==> config.mk <==
export PLATFORM = sky130hd
export DESIGN_NAME = id_ex_stage_flat
export DESIGN_NICKNAME = d
export VERILOG_FILES = /design/src/rtl/id_ex_stage_if.sv /design/src/rtl/id_ex_stage.sv /design/src/flat_wrapper.sv
export SDC_FILE = /design/constraint.sdc
export NUM_CORES = 1
export LEC_CHECK = 0
export CAP_MARGIN = 20
export CORE_MARGIN = 2
export CORE_UTILIZATION = 40
export CTS_CLUSTER_DIAMETER = 200
export CTS_CLUSTER_SIZE = 14
export DETAILED_ROUTE_END_ITERATION = 6
export PLACE_DENSITY = 0.75
export SLEW_MARGIN = 20
export SYNTH_ARGS = -nofsm -noshare
export SYNTH_HDL_FRONTEND = slang
export SYNTH_SLANG_ARGS = --single-unit
==> constraint.sdc <==
create_clock -name clk -period 7.6 [get_ports clk]
set_input_delay 1.52 -clock clk [delete_from_list [all_inputs] [get_ports clk]]
set_output_delay 1.52 -clock clk [all_outputs]
set_load 0.005 [all_outputs]
==> src/rtl/id_ex_stage_if.sv <==
`default_nettype none
// ============================================================================
// Module      : id_ex_stage_if
// Description : ID-side operands/control, forward sources and EX-side outputs
//               of the ID/EX pipeline register.
// Revision    : 1.0 - initial release
// ============================================================================
interface id_ex_stage_if #(
  parameter int W = 32
);
  logic         id_valid;
  logic [W-1:0] id_rs_data;
  logic [W-1:0] id_rt_data;
  logic [W-1:0] id_imm;
  logic [4:0]   id_rs;
  logic [4:0]   id_rt;
  logic [4:0]   id_rd;
  logic         id_alu_src;
  logic [3:0]   id_alu_control;
  logic         id_reg_write;
  logic         id_mem_read;
  logic         id_mem_write;
  logic         id_mem_to_reg;
  logic         stall;
  logic         flush;
  logic         exmem_reg_write;
  logic [4:0]   exmem_rd;
  logic [W-1:0] exmem_result;
  logic         memwb_reg_write;
  logic [4:0]   memwb_rd;
  logic [W-1:0] memwb_result;
  logic [W-1:0] alu_a;
  logic [W-1:0] alu_b;
  logic [3:0]   alu_control;
  logic [W-1:0] ex_store_data;
  logic         ex_valid;
  logic         ex_reg_write;
  logic         ex_mem_read;
  logic         ex_mem_write;
  logic         ex_mem_to_reg;
  logic [4:0]   ex_rd;
  logic         load_use_hazard;

  modport master (
    output id_valid, id_rs_data, id_rt_data, id_imm, id_rs, id_rt, id_rd,
           id_alu_src, id_alu_control, id_reg_write, id_mem_read,
           id_mem_write, id_mem_to_reg, stall, flush,
           exmem_reg_write, exmem_rd, exmem_result,
           memwb_reg_write, memwb_rd, memwb_result,
    input  alu_a, alu_b, alu_control, ex_store_data, ex_valid, ex_reg_write,
           ex_mem_read, ex_mem_write, ex_mem_to_reg, ex_rd, load_use_hazard
  );

  modport slave (
    input  id_valid, id_rs_data, id_rt_data, id_imm, id_rs, id_rt, id_rd,
           id_alu_src, id_alu_control, id_reg_write, id_mem_read,
           id_mem_write, id_mem_to_reg, stall, flush,
           exmem_reg_write, exmem_rd, exmem_result,
           memwb_reg_write, memwb_rd, memwb_result,
    output alu_a, alu_b, alu_control, ex_store_data, ex_valid, ex_reg_write,
           ex_mem_read, ex_mem_write, ex_mem_to_reg, ex_rd, load_use_hazard
  );
endinterface
`default_nettype wire

==> src/rtl/id_ex_stage.sv <==
`default_nettype none
// ============================================================================
// Module      : id_ex_stage
// Description : ID/EX pipeline register with load-use bubble insertion and
//               EX/MEM, MEM/WB operand forwarding into the ALU inputs.
// Revision    : 1.0 - initial release
// ============================================================================
module id_ex_stage #(
  parameter int W = 32
) (
  input  wire logic     clk,
  input  wire logic     reset,
  id_ex_stage_if.slave  bus
);
  localparam logic [3:0] c_alu_add = 4'b0010;

  logic         r_valid;
  logic [W-1:0] r_rs_data;
  logic [W-1:0] r_rt_data;
  logic [W-1:0] r_imm;
  logic [4:0]   r_rs;
  logic [4:0]   r_rt;
  logic [4:0]   r_rd;
  logic         r_alu_src;
  logic [3:0]   r_alu_control;
  logic         r_reg_write;
  logic         r_mem_read;
  logic         r_mem_write;
  logic         r_mem_to_reg;

  logic         w_hazard;
  logic         w_wb_hit_rs;
  logic         w_wb_hit_rt;
  logic [W-1:0] w_fa;
  logic [W-1:0] w_fb;

  // The consumer needs rt as a register when it is an ALU operand or store data.
  assign w_hazard = r_valid & r_mem_read & bus.id_valid & (r_rd != 5'd0) &
                    ((r_rd == bus.id_rs) |
                     ((r_rd == bus.id_rt) & ~bus.id_alu_src) |
                     ((r_rd == bus.id_rt) & bus.id_mem_write));

  // WB writes the register file on the same edge ID reads it; grab the new value.
  assign w_wb_hit_rs = bus.memwb_reg_write & (bus.memwb_rd != 5'd0) &
                       (bus.memwb_rd == bus.id_rs);
  assign w_wb_hit_rt = bus.memwb_reg_write & (bus.memwb_rd != 5'd0) &
                       (bus.memwb_rd == bus.id_rt);

  always_ff @(posedge clk) begin
    if (reset || bus.flush || (!bus.stall && w_hazard)) begin
      r_valid       <= 1'b0;
      r_rs_data     <= '0;
      r_rt_data     <= '0;
      r_imm         <= '0;
      r_rs          <= 5'd0;
      r_rt          <= 5'd0;
      r_rd          <= 5'd0;
      r_alu_src     <= 1'b0;
      r_alu_control <= c_alu_add;
      r_reg_write   <= 1'b0;
      r_mem_read    <= 1'b0;
      r_mem_write   <= 1'b0;
      r_mem_to_reg  <= 1'b0;
    end else if (!bus.stall) begin
      r_valid       <= bus.id_valid;
      r_rs_data     <= w_wb_hit_rs ? bus.memwb_result : bus.id_rs_data;
      r_rt_data     <= w_wb_hit_rt ? bus.memwb_result : bus.id_rt_data;
      r_imm         <= bus.id_imm;
      r_rs          <= bus.id_rs;
      r_rt          <= bus.id_rt;
      r_rd          <= bus.id_rd;
      r_alu_src     <= bus.id_alu_src;
      r_alu_control <= bus.id_alu_control;
      r_reg_write   <= bus.id_reg_write;
      r_mem_read    <= bus.id_mem_read;
      r_mem_write   <= bus.id_mem_write;
      r_mem_to_reg  <= bus.id_mem_to_reg;
    end
  end

  // EX/MEM holds the younger result, so it takes precedence over MEM/WB.
  always_comb begin
    w_fa = r_rs_data;
    if (bus.exmem_reg_write && (bus.exmem_rd != 5'd0) && (bus.exmem_rd == r_rs))
      w_fa = bus.exmem_result;
    else if (bus.memwb_reg_write && (bus.memwb_rd != 5'd0) && (bus.memwb_rd == r_rs))
      w_fa = bus.memwb_result;
  end

  always_comb begin
    w_fb = r_rt_data;
    if (bus.exmem_reg_write && (bus.exmem_rd != 5'd0) && (bus.exmem_rd == r_rt))
      w_fb = bus.exmem_result;
    else if (bus.memwb_reg_write && (bus.memwb_rd != 5'd0) && (bus.memwb_rd == r_rt))
      w_fb = bus.memwb_result;
  end

  assign bus.alu_a           = w_fa;
  assign bus.alu_b           = r_alu_src ? r_imm : w_fb;
  assign bus.ex_store_data   = w_fb;
  assign bus.alu_control     = r_alu_control;
  assign bus.ex_valid        = r_valid;
  assign bus.ex_reg_write    = r_reg_write;
  assign bus.ex_mem_read     = r_mem_read;
  assign bus.ex_mem_write    = r_mem_write;
  assign bus.ex_mem_to_reg   = r_mem_to_reg;
  assign bus.ex_rd           = r_rd;
  assign bus.load_use_hazard = w_hazard;
endmodule
`default_nettype wire
==> src/flat_wrapper.sv <==
// flat-port wrapper written by rule: the top's interface ports become plain ports
module id_ex_stage_flat 
#(
  parameter int W = 32
)
  (clk, reset, bus_id_valid, bus_id_rs_data, bus_id_rt_data, bus_id_imm, bus_id_rs, bus_id_rt, bus_id_rd, bus_id_alu_src, bus_id_alu_control, bus_id_reg_write, bus_id_mem_read, bus_id_mem_write, bus_id_mem_to_reg, bus_stall, bus_flush, bus_exmem_reg_write, bus_exmem_rd, bus_exmem_result, bus_memwb_reg_write, bus_memwb_rd, bus_memwb_result, bus_alu_a, bus_alu_b, bus_alu_control, bus_ex_store_data, bus_ex_valid, bus_ex_reg_write, bus_ex_mem_read, bus_ex_mem_write, bus_ex_mem_to_reg, bus_ex_rd, bus_load_use_hazard);
  id_ex_stage_if #(.W(W)) bus_i ();
  input  wire logic clk;
  input  wire logic reset;
  input wire logic [$bits(bus_i.id_valid)-1:0] bus_id_valid;
  input wire logic [$bits(bus_i.id_rs_data)-1:0] bus_id_rs_data;
  input wire logic [$bits(bus_i.id_rt_data)-1:0] bus_id_rt_data;
  input wire logic [$bits(bus_i.id_imm)-1:0] bus_id_imm;
  input wire logic [$bits(bus_i.id_rs)-1:0] bus_id_rs;
  input wire logic [$bits(bus_i.id_rt)-1:0] bus_id_rt;
  input wire logic [$bits(bus_i.id_rd)-1:0] bus_id_rd;
  input wire logic [$bits(bus_i.id_alu_src)-1:0] bus_id_alu_src;
  input wire logic [$bits(bus_i.id_alu_control)-1:0] bus_id_alu_control;
  input wire logic [$bits(bus_i.id_reg_write)-1:0] bus_id_reg_write;
  input wire logic [$bits(bus_i.id_mem_read)-1:0] bus_id_mem_read;
  input wire logic [$bits(bus_i.id_mem_write)-1:0] bus_id_mem_write;
  input wire logic [$bits(bus_i.id_mem_to_reg)-1:0] bus_id_mem_to_reg;
  input wire logic [$bits(bus_i.stall)-1:0] bus_stall;
  input wire logic [$bits(bus_i.flush)-1:0] bus_flush;
  input wire logic [$bits(bus_i.exmem_reg_write)-1:0] bus_exmem_reg_write;
  input wire logic [$bits(bus_i.exmem_rd)-1:0] bus_exmem_rd;
  input wire logic [$bits(bus_i.exmem_result)-1:0] bus_exmem_result;
  input wire logic [$bits(bus_i.memwb_reg_write)-1:0] bus_memwb_reg_write;
  input wire logic [$bits(bus_i.memwb_rd)-1:0] bus_memwb_rd;
  input wire logic [$bits(bus_i.memwb_result)-1:0] bus_memwb_result;
  output wire logic [$bits(bus_i.alu_a)-1:0] bus_alu_a;
  output wire logic [$bits(bus_i.alu_b)-1:0] bus_alu_b;
  output wire logic [$bits(bus_i.alu_control)-1:0] bus_alu_control;
  output wire logic [$bits(bus_i.ex_store_data)-1:0] bus_ex_store_data;
  output wire logic [$bits(bus_i.ex_valid)-1:0] bus_ex_valid;
  output wire logic [$bits(bus_i.ex_reg_write)-1:0] bus_ex_reg_write;
  output wire logic [$bits(bus_i.ex_mem_read)-1:0] bus_ex_mem_read;
  output wire logic [$bits(bus_i.ex_mem_write)-1:0] bus_ex_mem_write;
  output wire logic [$bits(bus_i.ex_mem_to_reg)-1:0] bus_ex_mem_to_reg;
  output wire logic [$bits(bus_i.ex_rd)-1:0] bus_ex_rd;
  output wire logic [$bits(bus_i.load_use_hazard)-1:0] bus_load_use_hazard;
  assign bus_i.id_valid = bus_id_valid;
  assign bus_i.id_rs_data = bus_id_rs_data;
  assign bus_i.id_rt_data = bus_id_rt_data;
  assign bus_i.id_imm = bus_id_imm;
  assign bus_i.id_rs = bus_id_rs;
  assign bus_i.id_rt = bus_id_rt;
  assign bus_i.id_rd = bus_id_rd;
  assign bus_i.id_alu_src = bus_id_alu_src;
  assign bus_i.id_alu_control = bus_id_alu_control;
  assign bus_i.id_reg_write = bus_id_reg_write;
  assign bus_i.id_mem_read = bus_id_mem_read;
  assign bus_i.id_mem_write = bus_id_mem_write;
  assign bus_i.id_mem_to_reg = bus_id_mem_to_reg;
  assign bus_i.stall = bus_stall;
  assign bus_i.flush = bus_flush;
  assign bus_i.exmem_reg_write = bus_exmem_reg_write;
  assign bus_i.exmem_rd = bus_exmem_rd;
  assign bus_i.exmem_result = bus_exmem_result;
  assign bus_i.memwb_reg_write = bus_memwb_reg_write;
  assign bus_i.memwb_rd = bus_memwb_rd;
  assign bus_i.memwb_result = bus_memwb_result;
  assign bus_alu_a = bus_i.alu_a;
  assign bus_alu_b = bus_i.alu_b;
  assign bus_alu_control = bus_i.alu_control;
  assign bus_ex_store_data = bus_i.ex_store_data;
  assign bus_ex_valid = bus_i.ex_valid;
  assign bus_ex_reg_write = bus_i.ex_reg_write;
  assign bus_ex_mem_read = bus_i.ex_mem_read;
  assign bus_ex_mem_write = bus_i.ex_mem_write;
  assign bus_ex_mem_to_reg = bus_i.ex_mem_to_reg;
  assign bus_ex_rd = bus_i.ex_rd;
  assign bus_load_use_hazard = bus_i.load_use_hazard;
  id_ex_stage #(.W(W)) u_core (.clk(clk), .reset(reset), .bus(bus_i));
endmodule
==> results of run 1 <==
==> layer usage <==
layer	wire (um)	GRT usage [%]	part of all wire, %	up-vias
met1	11840	34.66	43	3780
met5	0	0	0	-
met2	13390	45.85	48	319
met4	516	7.737	1.9	0
li1	-	-	-	3869
met3	2018	6.827	7.3	30
==> layout make-up <==
class / count / area, um^2 / area share [%]
antenna: 2 / 5.005 / 0.04500
clock inverter: 8 / 92.59 / 0.8325
multi-input combinational: 724 / 4604 / 41.40
timing repair buffer: 323 / 3198 / 28.75
tap: 234 / 292.8 / 2.632
inverter: 2 / 7.507 / 0.06750
clock buffer: 23 / 498.0 / 4.477
sequential: 121 / 2424 / 21.79
==> critical path, stage by stage <==
cell             delay (ns)
clkdlybuf4s50_1        0.62
xor2_1                 0.15
nor3_4                 0.17
buf_4                  0.34
nand3_4                0.53
a221oi_1               0.61
o31ai_1                0.17
clkdlybuf4s50_1        0.49
==> how the worst max path moves through the flow <==
stage	endpoint	slack (ns)
6_report	bus_alu_b[31]	1.47
5_1_grt	bus_alu_b[31]	1.29
4_1_cts	bus_alu_b[31]	1.41
3_5_place_dp	bus_alu_b[31]	1.41
3_3_place_gp	bus_alu_b[31]	1.48
2_1_floorplan	bus_alu_b[20]	2.97
==> power groups by stage <==
stage	registers [mW]	clock network [mW]	logic, mW
after CTS	0.671	0.827	0.347
after floorplan	0.680	0	0.138
after detailed placement	0.684	0	0.345
final	0.671	0.814	0.345
after global routing	0.673	0.856	0.371
after global placement	0.684	0	0.343
==> cell families (layout without fill, tap and decap cells) <==
logic type / Yosys count / after routing / share of synthesized area, %
simple gates: 307 / 307 / 17.52
flops: 121 / 121 / 32.40
other cells: 0 / 2 / 0
buf+inv: 97 / 356 / 6.877
mux: 96 / 96 / 12.85
compound gates: 281 / 281 / 25.67
xor+xnor: 40 / 40 / 4.685
==> through the flow <==
stage	hold slack, ns	setup WS, ns	instance area, um^2
CTS	0.4477	1.412	11120
floorplan	0.4244	2.967	7477
global route	0.4595	1.289	11120
finish	0.4449	1.466	11120
global placement	0.4346	1.479	10530
detailed placement	0.4400	1.408	10530
==> cells in the final DEF, fill, tap and decap left out, types with 2 or more instances in the layout <==
cell | netlist | layout
mux2i_1 | 96 | 96
nor2_4 | 0 | 2
clkbuf_8 | 0 | 5
buf_4 | 3 | 12
o31ai_1 | 32 | 32
dfxtp_1 | 121 | 120
nand2_1 | 184 | 184
o21ai_1 | 91 | 90
and3_1 | 33 | 32
a221oi_1 | 7 | 7
a21oi_1 | 57 | 57
a221oi_2 | 25 | 25
clkdlybuf4s50_1 | 0 | 310
bufinv_16 | 0 | 2
diode_2 | 0 | 2
o211ai_1 | 57 | 57
and4_4 | 3 | 3
xnor2_1 | 8 | 8
xor2_1 | 32 | 32
or4_1 | 3 | 3
o21ai_0 | 7 | 7
nor2_1 | 71 | 69
clkbuf_16 | 0 | 17
clkinv_2 | 0 | 5
nor3_1 | 6 | 6
==> flow_metrics.env, run 1 <==
export IMPL_synth_warnings=0
export IMPL_place_congestion=0.8353
export IMPL_switching_share_pct=24.89
export IMPL_post_cts_buffers=0
export IMPL_p_int_mw=1.375
export IMPL_reg2reg_from="u_core.bus.ex_rd[0]"
export IMPL_h_tree_depth=4
export IMPL_seqPwrFrac_pct=36.7
export IMPL_yosysSeqAreaShare_pct=32.40
export IMPL_area_growth_pct=48.74
export IMPL_rsz0062_at_grt="no"
export IMPL_reg_largest_list="u_core.r_imm: 32 flops, u_core.r_rs_data: 32 flops, u_core.r_rt_data: 32 flops"
export IMPL_clkPwrFrac_pct=44.5
export IMPL_final_net_count=1390
export IMPL_maxSlewHeadroom_pct=37.11
export IMPL_path_clk_slew_ns=0.05
export IMPL_cts_hold_buf=0
export IMPL_ys_ff_latch=121
export IMPL_critPathMaxFanout=33
export IMPL_worst_slew_pin_slew_ns=0.9434
export IMPL_ir_drop_v=0.0001484
export IMPL_cp_required_ns=6.08
export IMPL_portBuffers=311
export IMPL_syn_nets=1143
export IMPL_grt_pass1_wl_um=42960
export IMPL_dr_total_vias=7998
export IMPL_antenna_found_initial=2
export IMPL_final_layout_size_suffix_gt1_share_pct=7.077
export IMPL_wl_per_cell_um=19.32
export IMPL_whs_path_depth=2
export IMPL_final_core_util_pct=60.06
export IMPL_fill_cells=1702
export IMPL_cts_sinks=121
export IMPL_setup_violations_final=0
export IMPL_holdPathEnd="u_core.r_rs_data[20]"
export IMPL_synthCells=942
export IMPL_crit_start="bus_memwb_rd[2]"
export IMPL_start_util_pct=40.38
export IMPL_power_density_nw_per_um2=164.6
export IMPL_end_kind="primary output"
export IMPL_final_cells=1437
export IMPL_final_min_clock_period_ns=6.134
export IMPL_grt_overflow=0
export IMPL_max_freq_mhz=163.0
export IMPL_routed_wirelength_um=27760
export IMPL_setup_tns_final_ns=0
export IMPL_grt_max_degree=61
export IMPL_syn_area_um2=7477
export IMPL_die_y_um=140.7
export IMPL_numCtsBuffers=17
export IMPL_postSynthAreaPerCell_um2=7.938
export IMPL_r2r_end="u_core.r_rs_data[31]"
export IMPL_synth_top_area_share_pct=32.40
export IMPL_grt_pass1_vias=7726
export IMPL_finalPower_mw=1.830
export IMPL_postRouteAntennaNets=0
export IMPL_clockBufferDepth=2
export IMPL_start_kind="input pin"
export IMPL_synth_most_common_cell="nand2_1"
export IMPL_cp_arrival_ns=4.61
export IMPL_fin_crit_sh_pct=80.72
export IMPL_max_cap_viol_count=0
export IMPL_drc=0
export IMPL_slew_viol_final=0
export IMPL_pwr_share_comb_pct=18.9
export IMPL_synth_top_cells_by_count="nand2_1 (184), dfxtp_1 (121), mux2i_1 (96)"
export IMPL_synth_distinct_cells=33
export IMPL_grt_util_all_layers_pct=27.23
export IMPL_die_w_um=140.7
export IMPL_synth_area_top_cells="dfxtp_1 (32%), mux2i_1 (13%), nand2_1 (9.2%), o21ai_1 (6.1%), o211ai_1 (5.7%)"
export IMPL_synth_edf_count=0
export IMPL_async_flop_share_pct=0
export IMPL_leakagePower_nw=3.775
export IMPL_ios=312
export IMPL_reg2reg_depth=7
export IMPL_ff2ff_setup_slack_ns=4.60
export IMPL_clockRootBuffer="clkbuf_16"
export IMPL_critPathKind="in2out"
export IMPL_switchingPower_mw=0.4556
export IMPL_core_area_um2=18520
export IMPL_hold_viol=0
export IMPL_hold_path_startpoint="u_core.r_rs_data[20]"
export IMPL_status="finished clean"
export IMPL_hpwl_um=18570
export IMPL_dpl_cell_count=1404
export IMPL_rows=50
export IMPL_vias_per_cell=5.566
export IMPL_synth_largest_area_cell="dfxtp_1"
export IMPL_drt_iter0_drc=480
export IMPL_cts_tree="built"
export IMPL_first_pass_iters=4
export IMPL_post_cts_resized=0
export IMPL_clk_latency_ns=0.41
export IMPL_skew_ns=0.007594
export IMPL_synth_flop_cell="dfxtp_1"
export IMPL_min_path_type="reg2reg"
export IMPL_dieArea_um2=19800
Power figures use the tool's default switching activity.
==> run 2: changes to the inputs <==
--- a/config.mk
+++ b/config.mk
@@ -11,7 +11,7 @@
 export CTS_CLUSTER_DIAMETER = 200
 export CTS_CLUSTER_SIZE = 14
 export DETAILED_ROUTE_END_ITERATION = 6
-export PLACE_DENSITY = 0.75
+export PLACE_DENSITY = 0.78
 export SLEW_MARGIN = 20
 export SYNTH_ARGS = -nofsm -noshare
 export SYNTH_HDL_FRONTEND = slang
==> constraint.sdc (replaced) <==
create_clock -name clk -period 5.56 [get_ports clk]
set_input_delay 1.112 -clock clk [delete_from_list [all_inputs] [get_ports clk]]
set_output_delay 1.112 -clock clk [all_outputs]
set_load 0.005 [all_outputs]
==> run 2 against run 1 <==
Net effect:
- register-to-register slack lost 1.8 ns
- largest cell class unchanged
- critical path type unchanged
- die area unchanged
- critical endpoint is now bus_alu_b[27]
- global-route usage is 0.52 points higher
==> flow_metrics.env, run 2 (same netlist as run 1, synthesis figures left out) <==
export IMPL_dieArea_um2=19800
export IMPL_drc=0
export IMPL_place_ws_ns=0.3427
export IMPL_clockRootBuffer="clkbuf_16"
export IMPL_worst_slew_pin_slew_ns=1.021
export IMPL_h_tree_depth=4
export IMPL_area_growth_pct=50.52
export IMPL_first_pass_iters=5
export IMPL_rsz0062_at_grt="no"
export IMPL_crit_start="bus_memwb_rd[0]"
export IMPL_grt_pass1_wl_um=43550
export IMPL_post_cts_resized=0
export IMPL_ios=312
export IMPL_setup_tns_final_ns=0
export IMPL_max_freq_mhz=191.5
export IMPL_postRouteAntennaNets=0
export IMPL_start_util_pct=40.38
export IMPL_ff_latch_area_um2=2424
export IMPL_multi_input_area_um2=4604
export IMPL_reg2reg_from="u_core.bus.ex_rd[0]"
export IMPL_fin_area_um2=11250
export IMPL_placed_cell_area_um2=10570
export IMPL_dr_total_vias=8099
export IMPL_dpl_cell_count=1408
export IMPL_fill_cells=1658
export IMPL_layout_common_cells="clkdlybuf4s50_1 (310), nand2_1 (184), dfxtp_1 (120)"
export IMPL_setup_ws_ns=0.3389
export IMPL_hold_ws_ns=0.4453
export IMPL_final_min_clock_period_ns=5.221
export IMPL_final_cells=1441
export IMPL_clockBufferDepth=2
export IMPL_leakagePower_nw=3.822
export IMPL_end_kind="primary output"
export IMPL_skew_ns=0.008978
export IMPL_fin_crit_sh_pct=93.90
export IMPL_max_cap_viol_count=0
export IMPL_wl_per_cell_um=19.76
export IMPL_critPathKind="in2out"
export IMPL_ir_drop_v=0.0002129
export IMPL_cp_required_ns=4.45
export IMPL_routed_wirelength_um=28470
export IMPL_reg_largest_list="u_core.r_imm: 32 flops, u_core.r_rs_data: 32 flops, u_core.r_rt_data: 32 flops"
export IMPL_hold_path_startpoint="u_core.r_rs_data[16]"
export IMPL_cts_tree="built"
export IMPL_die_w_um=140.7
export IMPL_grt_max_degree=65
export IMPL_portBuffers=311
export IMPL_critPathMaxFanout=32
export IMPL_power_density_nw_per_um2=237.7
export IMPL_maxSlewHeadroom_pct=31.74
export IMPL_cp_arrival_ns=4.11
export IMPL_final_common_cell="clkdlybuf4s50_1"
export IMPL_min_path_type="reg2reg"
export IMPL_numCtsBuffers=17
export IMPL_grt_overflow=0
export IMPL_grt_util_all_layers_pct=27.75
export IMPL_cts_sinks=121
export IMPL_finalPower_mw=2.676
export IMPL_hpwl_um=19010
export IMPL_status="finished clean"
export IMPL_die_y_um=140.7
export IMPL_rows=50
export IMPL_vias_per_cell=5.620
export IMPL_final_net_count=1394
export IMPL_drt_iter0_drc=540
export IMPL_final_core_util_pct=60.78
export IMPL_clk_latency_ns=0.42
export IMPL_antenna_found_initial=1
export IMPL_cts_hold_buf=0
export IMPL_post_cts_buffers=0
export IMPL_grt_pass1_vias=8058
export IMPL_core_area_um2=18520
export IMPL_place_congestion=0.8520
export IMPL_slew_viol_final=0
export IMPL_setup_violations_final=0
export IMPL_final_layout_size_suffix_gt1_share_pct=7.546
export IMPL_path_clk_slew_ns=0.06
export IMPL_hold_viol=0
export IMPL_start_kind="input pin"
[run 2: cell count changes in the layout (fill, tap and decap cells not counted), moves of 2 or more]
cell / before / now
clkinvlp_4: 1 / 5
clkinv_2: 5 / 0
buf_4: 12 / 15
clkbuf_8: 5 / 1
clkinv_4: 0 / 2
bufinv_16: 2 / 6
[run 2: final cells by class]
class / count / area share [%]
tap: 234 / 2.601
antenna: 1 / 0.02223
clock inverter: 14 / 2.168
sequential: 121 / 21.53
inverter: 2 / 0.06670
timing repair buffer: 327 / 28.79
multi-input combinational: 724 / 40.91
clock buffer: 18 / 3.902
[run 2: where the power goes]
group	internal (mW)	switching [mW]	total, mW
Clock	0.855	0.429	1.28
Sequential	0.897	0.0219	0.918
Combinational	0.270	0.204	0.474
[run 2: metal layers]
metal	global-route usage, %	share of wire [%]
met3	7.337	6.9
met2	47.37	49
met1	33.39	42
met5	0	0
met4	10.84	2.8
[run 2: final timing paths]
path                          endpoint  slack [ns]  depth (start not counted)
setup / recovery         bus_alu_b[27]        0.34                          7
hold / removal    u_core.r_rs_data[16]        0.45                          2
setup reg to reg   u_core.r_rt_data[0]        2.82                          7
hold reg to reg   u_core.r_rs_data[16]        0.45                          2
[run 2: worst max-delay path: stages]
cell and delay (ns):
clkdlybuf4s50_1 0.62, xor2_1 0.15, nor2_4 0.45, nand3_4 0.57
a221oi_1 0.61, o31ai_1 0.13, clkdlybuf4s50_1 0.46
==> run 3: changes to the inputs <==
--- a/config.mk
+++ b/config.mk
@@ -8,11 +8,14 @@
 export CAP_MARGIN = 20
 export CORE_MARGIN = 2
 export CORE_UTILIZATION = 40
+export CTS_BUF_LIST = sky130_fd_sc_hd__clkbuf_8
 export CTS_CLUSTER_DIAMETER = 200
 export CTS_CLUSTER_SIZE = 14
 export DETAILED_ROUTE_END_ITERATION = 6
+export MAX_ROUTING_LAYER = met4
 export PLACE_DENSITY = 0.78
 export SLEW_MARGIN = 20
 export SYNTH_ARGS = -nofsm -noshare
 export SYNTH_HDL_FRONTEND = slang
 export SYNTH_SLANG_ARGS = --single-unit
+export TNS_END_PERCENT = 20
==> run 3 against run 2 <==
Net effect:
- via count down 0.44%
- cell area down 1.7%
- cell count unchanged
- register-to-register slack better by 0.08 ns
- sequential share of layout area up 0.37 points
- clock power down 23%
- sequential power about the same
- count of clock-buffer cells in the layout unchanged
- combinational power about the same
- worst setup slack better by 0.0067 ns
- die area unchanged
- highest routed layer unchanged
- non-clock buffer count unchanged
==> flow_metrics.env, run 3 (same netlist as run 1, synthesis figures left out) <==
export IMPL_grt_overflow=0
export IMPL_vias_per_cell=5.595
export IMPL_cp_required_ns=4.45
export IMPL_routed_wirelength_um=28250
export IMPL_crit_buf_inv=2
export IMPL_ir_drop_v=0.0002506
export IMPL_switching_share_pct=26.10
export IMPL_cts_sinks=121
export IMPL_die_y_um=140.7
export IMPL_clkPwrFrac_pct=41.6
export IMPL_ios=312
export IMPL_critPathMaxFanout=32
export IMPL_layout_common_cells="clkdlybuf4s50_1 (310), nand2_1 (184), dfxtp_1 (120)"
export IMPL_cts_hold_buf=0
export IMPL_dpl_cell_count=1408
export IMPL_max_cap_viol_count=0
export IMPL_worst_slew_pin_slew_ns=0.9866
export IMPL_final_net_count=1394
export IMPL_grt_max_degree=65
export IMPL_numCtsBuffers=17
export IMPL_path_cells="clkdlybuf4s50_1 -> xor2_1 -> nor2_4 -> nand3_4 -> a221oi_1 -> o31ai_1 -> clkdlybuf4s50_1"
export IMPL_grt_pass1_vias=8006
export IMPL_clockBufferDepth=2
export IMPL_clk_latency_ns=0.45
export IMPL_postRouteAntennaNets=0
export IMPL_fill_cells=1678
export IMPL_hold_viol=0
export IMPL_post_cts_buffers=0
export IMPL_cp_arrival_ns=4.10
export IMPL_setup_tns_final_ns=0
export IMPL_place_ws_ns=0.3427
export IMPL_min_path_type="reg2reg"
export IMPL_maxSlewHeadroom_pct=34.07
export IMPL_core_area_um2=18520
export IMPL_cpPeakStageDelay_ns=0.63
export IMPL_switchingPower_mw=0.6211
export IMPL_cts_tree="built"
export IMPL_final_common_cell="clkdlybuf4s50_1"
export IMPL_critPathKind="in2out"
export IMPL_setup_ws_ns=0.3456
export IMPL_h_tree_depth=4
export IMPL_path_clk_slew_ns=0.08
export IMPL_crit_slowest_cell="clkdlybuf4s50_1"
export IMPL_final_layout_size_suffix_gt1_share_pct=7.546
export IMPL_cp_top_family="buffers and inverters"
export IMPL_fin_area_um2=11060
export IMPL_start_util_pct=40.38
export IMPL_reg_largest_list="u_core.r_imm: 32 flops, u_core.r_rs_data: 32 flops, u_core.r_rt_data: 32 flops"
export IMPL_status="finished clean"
export IMPL_leakagePower_nw=3.735
export IMPL_p_int_mw=1.758
export IMPL_grt_util_all_layers_pct=28.39
export IMPL_drt_iter0_drc=539
export IMPL_final_min_clock_period_ns=5.214
export IMPL_dieArea_um2=19800
export IMPL_end_kind="primary output"
export IMPL_die_w_um=140.7
export IMPL_dr_total_vias=8063
export IMPL_max_freq_mhz=191.8
export IMPL_first_pass_iters=5
export IMPL_fin_crit_sh_pct=93.78
export IMPL_post_cts_resized=0
export IMPL_rsz0062_at_grt="no"
export IMPL_setup_violations_final=0
export IMPL_wl_per_cell_um=19.60
export IMPL_seqPwrFrac_pct=38.5
export IMPL_start_kind="input pin"
export IMPL_antenna_found_initial=1
export IMPL_skew_ns=0.01569
export IMPL_final_cells=1441
export IMPL_place_congestion=0.8654
export IMPL_portBuffers=311
export IMPL_grt_pass1_wl_um=43290
export IMPL_slew_viol_final=0
export IMPL_clockRootBuffer="clkbuf_8"
export IMPL_area_growth_pct=47.96
export IMPL_pwr_share_comb_pct=19.9
export IMPL_hpwl_um=19010
export IMPL_drc=0
export IMPL_power_density_nw_per_um2=215.1
export IMPL_placed_cell_area_um2=10570
export IMPL_rows=50
export IMPL_cp_common_cell="clkdlybuf4s50_1"
[run 3: cell counts in the layout (fill, tap and decap cells not counted)]
Identical to the previous run, type by type.
[run 3: final cells by class]
type                       instances  area [um^2]  area share, %
antenna                            1        2.502        0.02262
clock buffer                      18        247.7          2.239
clock inverter                    14        244.0          2.205
inverter                           2        7.507        0.06786
multi-input combinational        724         4604          41.62
sequential                       121         2424          21.91
tap                              234        292.8          2.646
timing repair buffer             327         3241          29.29
[run 3: through the flow]
stage	power [mW]	utilization [%]	hold slack, ns
final	2.379	59.74	0.4481
after global routing	2.467	59.74	0.4663
after CTS	2.392	59.73	0.4507
after detailed placement	1.407	57.07	0.4391
after global placement	1.399	57.07	0.4337
after floorplan	1.118	-	0.4244
[run 3: final timing paths]
path                        start                    to  slack, ns  cells after the start
max               bus_memwb_rd[3]         bus_alu_b[31]       0.35                      7
min          u_core.r_rs_data[16]  u_core.r_rs_data[16]       0.45                      2
max reg2reg   u_core.bus.ex_rd[0]   u_core.r_rt_data[0]       2.90                      7
min reg2reg  u_core.r_rs_data[16]  u_core.r_rs_data[16]       0.45                      2
[run 3: metal layers]
layer / routed length [um] / global-route usage, % / vias to the layer above / share of wire [%]
met5: 0 / - / - / 0
met4: 844 / 10.68 / 0 / 3.0
met3: 1848 / 6.590 / 48 / 6.5
met2: 13600 / 46.60 / 306 / 48
met1: 11960 / 34.03 / 3846 / 42
li1: - / - / 3863 / -
[run 3: power groups by stage]
stage	registers [mW]	logic (mW)	clock network, mW
2_1_floorplan	0.929	0.189	0
3_3_place_gp	0.935	0.464	0
3_5_place_dp	0.936	0.471	0
4_1_cts	0.916	0.473	1.00
5_1_grt	0.920	0.507	1.04
6_report	0.917	0.473	0.990
[run 3: worst reg2reg max path, cell delays in order, from the launching register on]
cell and delay (ns):
dfxtp_1 0.52, xor2_1 0.13, nor4_1 0.30, a22oi_2 0.14, buf_4 0.36, o21ai_4 0.22, buf_4 0.59, o21ai_0 0.25
